$ cat config.mk
export PLATFORM = sky130hd
export DESIGN_NAME = fifo_rd_stream_flat
export DESIGN_NICKNAME = d
export VERILOG_FILES = /design/src/rtl/fifo_rd_stream_if.sv /design/src/rtl/fifo_rd_stream.sv /design/src/flat_wrapper.sv
export SDC_FILE = /design/constraint.sdc
export NUM_CORES = 1
export LEC_CHECK = 0
export CORE_ASPECT_RATIO = 1.75
export CORE_UTILIZATION = 49
export DETAILED_ROUTE_END_ITERATION = 6
export PLACE_DENSITY = 0.75
export SETUP_SLACK_MARGIN = 0.3
export SLEW_MARGIN = 10
export SYNTH_ARGS = -nofsm -noshare
export SYNTH_HDL_FRONTEND = slang
export SYNTH_SLANG_ARGS = --single-unit
$ cat constraint.sdc
create_clock -name clk -period 2.27 [get_ports clk]
set_input_delay 0.454 -clock clk [delete_from_list [all_inputs] [get_ports clk]]
set_output_delay 0.454 -clock clk [all_outputs]
set_load 0.01 [all_outputs]
$ cat src/rtl/fifo_rd_stream_if.sv
// Stream bundle between sync_fifo read port, fifo_rd_stream and consumer.
// master: the reader block; slave: the FIFO/consumer side (testbench).
interface fifo_rd_stream_if #(
    parameter int WIDTH = 4,
    parameter int CNT_W = 16
);
    logic             enable;
    logic             fifo_empty;
    logic [WIDTH-1:0] fifo_rd_data;
    logic             fifo_rd_en;
    logic             out_valid;
    logic             out_ready;
    logic [WIDTH-1:0] out_data;
    logic [CNT_W-1:0] drain_cnt;
    logic             busy;

    modport master (
        input  enable, fifo_empty, fifo_rd_data, out_ready,
        output fifo_rd_en, out_valid, out_data, drain_cnt, busy
    );

    modport slave (
        output enable, fifo_empty, fifo_rd_data, out_ready,
        input  fifo_rd_en, out_valid, out_data, drain_cnt, busy
    );
endinterface

$ cat src/rtl/fifo_rd_stream.sv
// Pops a 1-cycle-latency sync_fifo into a 2-entry valid/ready stream.
// Ports: clk, rst_n (async low), strm (master: FIFO pop side + stream out).
module fifo_rd_stream #(
    parameter int WIDTH = 4,
    parameter int CNT_W = 16
) (
    input  logic              clk,
    input  logic              rst_n,
    fifo_rd_stream_if.master  strm
);

    logic [1:0]       occ_q, occ_d;
    logic             infl_q;
    logic [WIDTH-1:0] buf_q [2];
    logic [WIDTH-1:0] buf_d [2];
    logic [CNT_W-1:0] cnt_q;
    logic             accept;
    logic [1:0]       room;

    assign accept = (occ_q != 2'd0) & strm.out_ready;

    // Slots committed after this edge; occ+inflight never exceeds 2,
    // and accept implies occ>=1, so this cannot underflow.
    assign room = occ_q + {1'b0, infl_q} - {1'b0, accept};

    assign strm.fifo_rd_en = rst_n & strm.enable & ~strm.fifo_empty
                           & (room <= 2'd1);

    assign strm.out_valid = (occ_q != 2'd0);
    assign strm.out_data  = buf_q[0];
    assign strm.drain_cnt = cnt_q;
    assign strm.busy      = (occ_q != 2'd0) | infl_q;

    // buf_q[0] is always the head; entries shift down on a pop.
    always_comb begin
        occ_d    = occ_q;
        buf_d[0] = buf_q[0];
        buf_d[1] = buf_q[1];
        case ({infl_q, accept})
            2'b01: begin
                buf_d[0] = buf_q[1];
                occ_d    = occ_q - 2'd1;
            end
            2'b10: begin
                buf_d[occ_q[0]] = strm.fifo_rd_data;
                occ_d           = occ_q + 2'd1;
            end
            2'b11: begin
                if (occ_q == 2'd1) begin
                    buf_d[0] = strm.fifo_rd_data;
                end else begin
                    buf_d[0] = buf_q[1];
                    buf_d[1] = strm.fifo_rd_data;
                end
            end
            default: ;
        endcase
    end

    always_ff @(posedge clk or negedge rst_n) begin
        if (!rst_n) begin
            occ_q    <= 2'd0;
            infl_q   <= 1'b0;
            buf_q[0] <= '0;
            buf_q[1] <= '0;
            cnt_q    <= '0;
        end else begin
            occ_q    <= occ_d;
            infl_q   <= strm.fifo_rd_en;
            buf_q[0] <= buf_d[0];
            buf_q[1] <= buf_d[1];
            if (accept) begin
                cnt_q <= cnt_q + 1'b1;
            end
        end
    end

endmodule

$ cat src/flat_wrapper.sv
// flat-port wrapper written by rule: the top's interface ports become plain ports
module fifo_rd_stream_flat 
#(
    parameter int WIDTH = 4,
    parameter int CNT_W = 16
)
  (clk, rst_n, strm_enable, strm_fifo_empty, strm_fifo_rd_data, strm_out_ready, strm_fifo_rd_en, strm_out_valid, strm_out_data, strm_drain_cnt, strm_busy);
  fifo_rd_stream_if #(.WIDTH(WIDTH), .CNT_W(CNT_W)) strm_i ();
  input  logic clk;
  input  logic rst_n;
  input wire logic [$bits(strm_i.enable)-1:0] strm_enable;
  input wire logic [$bits(strm_i.fifo_empty)-1:0] strm_fifo_empty;
  input wire logic [$bits(strm_i.fifo_rd_data)-1:0] strm_fifo_rd_data;
  input wire logic [$bits(strm_i.out_ready)-1:0] strm_out_ready;
  output wire logic [$bits(strm_i.fifo_rd_en)-1:0] strm_fifo_rd_en;
  output wire logic [$bits(strm_i.out_valid)-1:0] strm_out_valid;
  output wire logic [$bits(strm_i.out_data)-1:0] strm_out_data;
  output wire logic [$bits(strm_i.drain_cnt)-1:0] strm_drain_cnt;
  output wire logic [$bits(strm_i.busy)-1:0] strm_busy;
  assign strm_i.enable = strm_enable;
  assign strm_i.fifo_empty = strm_fifo_empty;
  assign strm_i.fifo_rd_data = strm_fifo_rd_data;
  assign strm_i.out_ready = strm_out_ready;
  assign strm_fifo_rd_en = strm_i.fifo_rd_en;
  assign strm_out_valid = strm_i.out_valid;
  assign strm_out_data = strm_i.out_data;
  assign strm_drain_cnt = strm_i.drain_cnt;
  assign strm_busy = strm_i.busy;
  fifo_rd_stream #(.WIDTH(WIDTH), .CNT_W(CNT_W)) u_core (.clk(clk), .rst_n(rst_n), .strm(strm_i));
endmodule
==> run metrics, run 1 <==
routed len/inst 15.82 um; FP Rows 25; layout cells sized above 1 31.03%; PwrDens 1069 nW/um^2; Worst setup SP type flip-flop; VDD IR max 0.8729 mV; Setup WS pre-CTS -0.5356 ns; CP cell instances buf_4 -> or4b_4 -> o21ai_2 -> xnor2_2 -> nor3_2 -> buf_2; die width 42.46 um; Final Cell Area 2037 um^2; initial antenna violation count 0; GRT Total Usage 20.89%; global-route wire length before repair 5.064 mm; Cell Area, Synth 1404 um^2; die area 3091 um^2; final hold viol count 0; post-route setup slack -0.02933 ns; CP max FO 4; syn_nets 140; most frequent cells in the layout 27 x clkdlybuf4s50_1, 26 x dfrtp_1, 16 x buf_4; Worst EP required 1.82 ns; unrepaired setup endpoints after global routing yes; routed vias/inst 5.483; slowest CP cell or4b_4; CTS tree built; minimum clock period 2.299 ns; Syn Area/Cell 11.23 um^2; GP Congestion 0.7610; TritonCTS Buffers 3; Vias 1,102; # DRC 0; post-synthesis sequential area ratio 48.13%; cells on worst reg2reg path 11; vias in the first global route 1,114; Ports 32; Max Fclk 434.9 MHz; CTS Hold Bufs 0; crit share post-route 101.3%; Syn Inst Count 125; outcome finished, violations left; Area Overhead vs Synth 45.10%; Post-DP HPWL 2.264 mm; Max Cap Viol 0; worst hold margin 0.5061 ns; Initial Util 51.59%; non-filler cells, final 201; fill count 194; area occupied by multi-input gates 790.8 um^2; Setup crit end kind primary output; first-pass iteration count of the detailed router 4; clk_lat worst skew 0.27 ns; WHS Path Cells 1; Area after DPL 1834 um^2; most common cell after layout, fill and taps aside clkdlybuf4s50_1; ant diodes 0; Crit Reg-Reg Startpoint u_core.occ_q[0]$_DFFE_PN0P_; total gr overflow 0; IO Port Bufs 31; clock sinks 27; Hold Path Sink u_core.strm.drain_cnt[15]$_DFFE_PN0P_; CP bufs+invs 2; largest stage delay on the critical path 0.52 ns; failing checks negative setup slack; drt first-iter violations 25; actual slew at the worst max-slew pin 0.3778 ns; arrival time worst endpoint 1.85 ns; final wirelength 3.180 mm; P_leak 0.8828 nW; slew margin rel. 74.80%; largest net degree at the start of global routing 28; Register Area 676.9 um^2; CP delay by family, top simple AND/OR/NAND/NOR gates; Clock Tree Root clkbuf_8; Reg2Reg Setup Slack 0.31 ns; Crit Path Category flip-flop to primary output; hold crit path type flip-flop to flip-flop; Post-synth EDFFs 0; synth warn 0; # setup viols final 1; min-delay src u_core.strm.drain_cnt[15]$_DFFE_PN0P_; RR Endpoint u_core.buf_q[1]$_DFFE_PN0P_; Core Box Area 2721 um^2; H-tree depth 1; Layout Skew 0.005322 ns; Routed Antenna Nets 0; Longest Clk Path Bufs 2; Layout Nets 190; dpl cells 193; Die Height 72.81 um; Synth cell types 29; Post-synth ARST share 100.0%; Final Slew Violations 0; #FFs+latches synth 27; Primary FF master, synth dfrtp_1; Worst-path clk slew 0.09 ns
## cells by family after synthesis
kind of cell	after synthesis	share of synthesized area (%)
mux	9	7.219
xor+xnor	18	11.23
fa+ha+maj	6	5.347
flops	27	48.13
compound gates	12	5.615
simple gates	42	17.91
buf+inv	11	4.545
## cell usage after synthesis, types with 3 or more instances
master | number | area share, %
xnor2_1 | 13 | 8.1
mux2_2 | 9 | 7.2
xor2_1 | 5 | 3.1
buf_4 | 4 | 2.1
nand2_1 | 10 | 2.7
a221oi_1 | 4 | 2.5
nand4_1 | 3 | 1.3
nand3_1 | 9 | 3.2
nor2_1 | 3 | 0.80
a21oi_1 | 5 | 1.8
ha_1 | 6 | 5.3
inv_1 | 6 | 1.6
dfrtp_1 | 27 | 48
nor2b_1 | 4 | 1.8
## layer usage
layer	wire [um]	global-route usage (%)	up-vias	share of wire, %
li1	-	-	531	-
met3	71	2.723	2	2.2
met4	13	3.125	0	0.41
met1	1250	23.70	546	39
met5	0	0	-	0
met2	1845	41.20	23	58
## flip-flops by register name, summed over array words and instances (netlist names)
signal                 cells
u_core.strm.drain_cnt     16
u_core.buf_q               4
u_core.strm.out_data       4
u_core.occ_q               2
u_core.infl_q              1
## what timing repair did
item,4_1_cts,5_1_grt
endpoints found under the setup margin,11,13
pin swaps,3,1
buffers inserted,1,3
resized for setup,20,15
## worst max-delay path by stage
stage | start | endpoint | slack (ns) | cells after the start
2_1_floorplan | u_core.occ_q[0]$_DFFE_PN0P_ | strm_fifo_rd_en | 0.22 | 7
3_3_place_gp | strm_out_ready | strm_fifo_rd_en | -0.48 | 6
3_5_place_dp | strm_out_ready | strm_fifo_rd_en | -0.54 | 6
4_1_cts | u_core.occ_q[0]$_DFFE_PN0P_ | strm_fifo_rd_en | -0.07 | 7
5_1_grt | u_core.occ_q[0]$_DFFE_PN0P_ | strm_fifo_rd_en | -0.12 | 7
6_report | u_core.occ_q[0]$_DFFE_PN0P_ | strm_fifo_rd_en | -0.03 | 6
## report_power, final
part           total (mW)  internal [mW]  switching, mW
logic                1.13          0.666          0.462
registers           0.779          0.632          0.147
clock network       0.270          0.123          0.147
total                2.18           1.42          0.755
## cell type report
class                           instances  share of cell area (%)
Multi-Input combinational cell         87                   38.82
Sequential cell                        27                   33.23
Timing Repair Buffer                   50                   22.54
Clock buffer                            3                   2.027
Tap cell                               27                   1.658
Inverter                                6                   1.474
Clock inverter                          1                  0.2457
## stage by stage
stage                     utilization [%]  setup TNS, ns  total power [mW]
after floorplan                         -              0             1.361
after global placement              67.40        -0.8109             1.718
after detailed placement            67.40         -1.403             1.755
after CTS                           71.68       -0.07272             2.071
after global routing                74.85        -0.1212             2.304
final                               74.85       -0.02933             2.177
No activity file was read; power rests on OpenSTA's default activity.
==> run 2: changes to the inputs <==
- CAP_MARGIN: not set -> 10
- RECOVER_POWER: not set -> 100
==> run 2 against run 1 <==
The flow still finishes with violations (negative setup slack); register-to-register slack about the same; global-route usage stayed put; combinational power is essentially flat; largest power group unchanged.
==> run metrics, run 2 (same netlist as run 1, synthesis figures left out) <==
Worst EP required 1.82 ns; post-route setup slack -0.02933 ns; Final Slew Violations 0; dpl cells 193; Hold Path Sink u_core.strm.drain_cnt[15]$_DFFE_PN0P_; Worst setup SP type flip-flop; ant diodes 0; total power 2.176 mW; failing checks negative setup slack; Crit Path Category flip-flop to primary output; GRT Total Usage 20.89%; max FFs per register 16; Comb pwr share 51.8%; first-pass iteration count of the detailed router 4; non-filler cells, final 201; Worst Setup SP u_core.occ_q[0]$_DFFE_PN0P_; Clk pwr share 12.4%; min-delay src u_core.strm.drain_cnt[15]$_DFFE_PN0P_; TritonCTS Buffers 3; layout cells sized above 1 31.03%; clk_lat worst skew 0.27 ns; global-route wire length before repair 5.064 mm; WL met3 71 um; worst hold margin 0.5061 ns; Worst-path clk slew 0.09 ns; Area Overhead vs Synth 44.92%; die width 42.46 um; final wirelength 3.180 mm; largest net degree at the start of global routing 28; WHS Path Cells 1; Max Cap Viol 0; Routed Antenna Nets 0; Crit Reg-Reg Startpoint u_core.occ_q[0]$_DFFE_PN0P_; Post-DP HPWL 2.264 mm; vias in the first global route 1,114; Setup crit end kind primary output; drt first-iter violations 25; Area after DPL 1834 um^2; unrepaired setup endpoints after global routing yes; PwrDens 1069 nW/um^2; CTS tree built; outcome finished, violations left; H-tree depth 1; post-route setup TNS -0.02933 ns; # setup viols final 1; Switching Share 34.71%; area occupied by multi-input gates 790.8 um^2; P_leak 0.8824 nW; slew margin rel. 55.75%; Layout Skew 0.005322 ns; fill count 195; highest metal used met4; total gr overflow 0; Clock Tree Root clkbuf_8; IO Port Bufs 31; Ports 32; Longest Clk Path Bufs 2; actual slew at the worst max-slew pin 0.6638 ns; # DRC 0; RR Endpoint u_core.buf_q[1]$_DFFE_PN0P_; wire length on met2 1.847 mm; routed vias/inst 5.478; Die Height 72.81 um; Max Fclk 434.9 MHz; clock sinks 27; Register Area 676.9 um^2; Pint 1.421 mW; Initial Util 51.59%; final hold viol count 0; most frequent cells in the layout 26 x clkdlybuf4s50_1, 26 x dfrtp_1, 15 x buf_4; Layout Nets 190; routed len/inst 15.82 um; minimum clock period 2.299 ns; hold crit path type flip-flop to flip-flop; initial antenna violation count 0; Core Box Area 2721 um^2; VDD IR max 0.8729 mV; Vias 1,101; Reg2Reg Setup Slack 0.31 ns; die area 3091 um^2; M1 WL 1.248 mm; Flop pwr share 35.8%; arrival time worst endpoint 1.85 ns; net switching power 0.7551 mW; FP Rows 25; crit share post-route 101.3%; CP max FO 4; cells on worst reg2reg path 11; Final Cell Area 2034 um^2; GP Congestion 0.7610
[run 2: cell count changes in the layout (fill, tap and decap cells not counted), sizes merged]
cell           change
buf                -1
clkbuf             +1
clkdlybuf4s50      -1
dlygate4sd3        +1
[run 2: worst max-delay path by stage]
stage,to,slack [ns],cells after the start
finish,strm_fifo_rd_en,-0.03,6
global route,strm_fifo_rd_en,-0.12,7
CTS,strm_fifo_rd_en,-0.07,7
detailed placement,strm_fifo_rd_en,-0.54,6
global placement,strm_fifo_rd_en,-0.48,6
floorplan,strm_fifo_rd_en,0.22,7
[run 2: cell type report]
cell class / instances / area share, %
flip-flops and latches: 27 / 33.27
clock inverters: 1 / 0.2460
multi-input cells: 87 / 38.87
clock buffers: 3 / 2.030
repair buffers: 50 / 22.45
well taps: 27 / 1.661
inverters: 6 / 1.476
[run 2: timing repair]
item / CTS / global route
hold buffers: 0 / 0
gates cloned: 0 / 0
endpoints found under the setup margin: 11 / 13
gates resized for setup: 20 / 15
setup buffers: 1 / 3
pin swaps: 3 / 1
[run 2: power by group through the flow]
stage	sequential [mW]	combinational, mW	clock [mW]
6_report	0.779	1.13	0.270
5_1_grt	0.796	1.22	0.292
4_1_cts	0.773	1.03	0.271
3_5_place_dp	0.774	0.981	0
3_3_place_gp	0.762	0.955	0
2_1_floorplan	0.768	0.593	0
[run 2: critical path, cell delays in order, from the launching register on]
cell	delay, ns
dfrtp_2	0.45
buf_4	0.15
or4b_4	0.52
o21ai_2	0.10
xnor2_2	0.08
nor3_2	0.12
buf_2	0.15
[run 2: through the flow]
step           utilization [%]  worst slack (ns)
2_1_floorplan                -            0.2154
3_3_place_gp             67.40           -0.4751
3_5_place_dp             67.40           -0.5356
4_1_cts                  71.68          -0.07272
5_1_grt                  74.76           -0.1212
6_report                 74.76          -0.02933
[run 2: metal layers]
layer / vias to the layer above / track usage [%]
li1: 531 / -
met1: 545 / 23.70
met2: 23 / 41.20
met3: 2 / 2.723
met4: 0 / 3.125
met5: - / 0
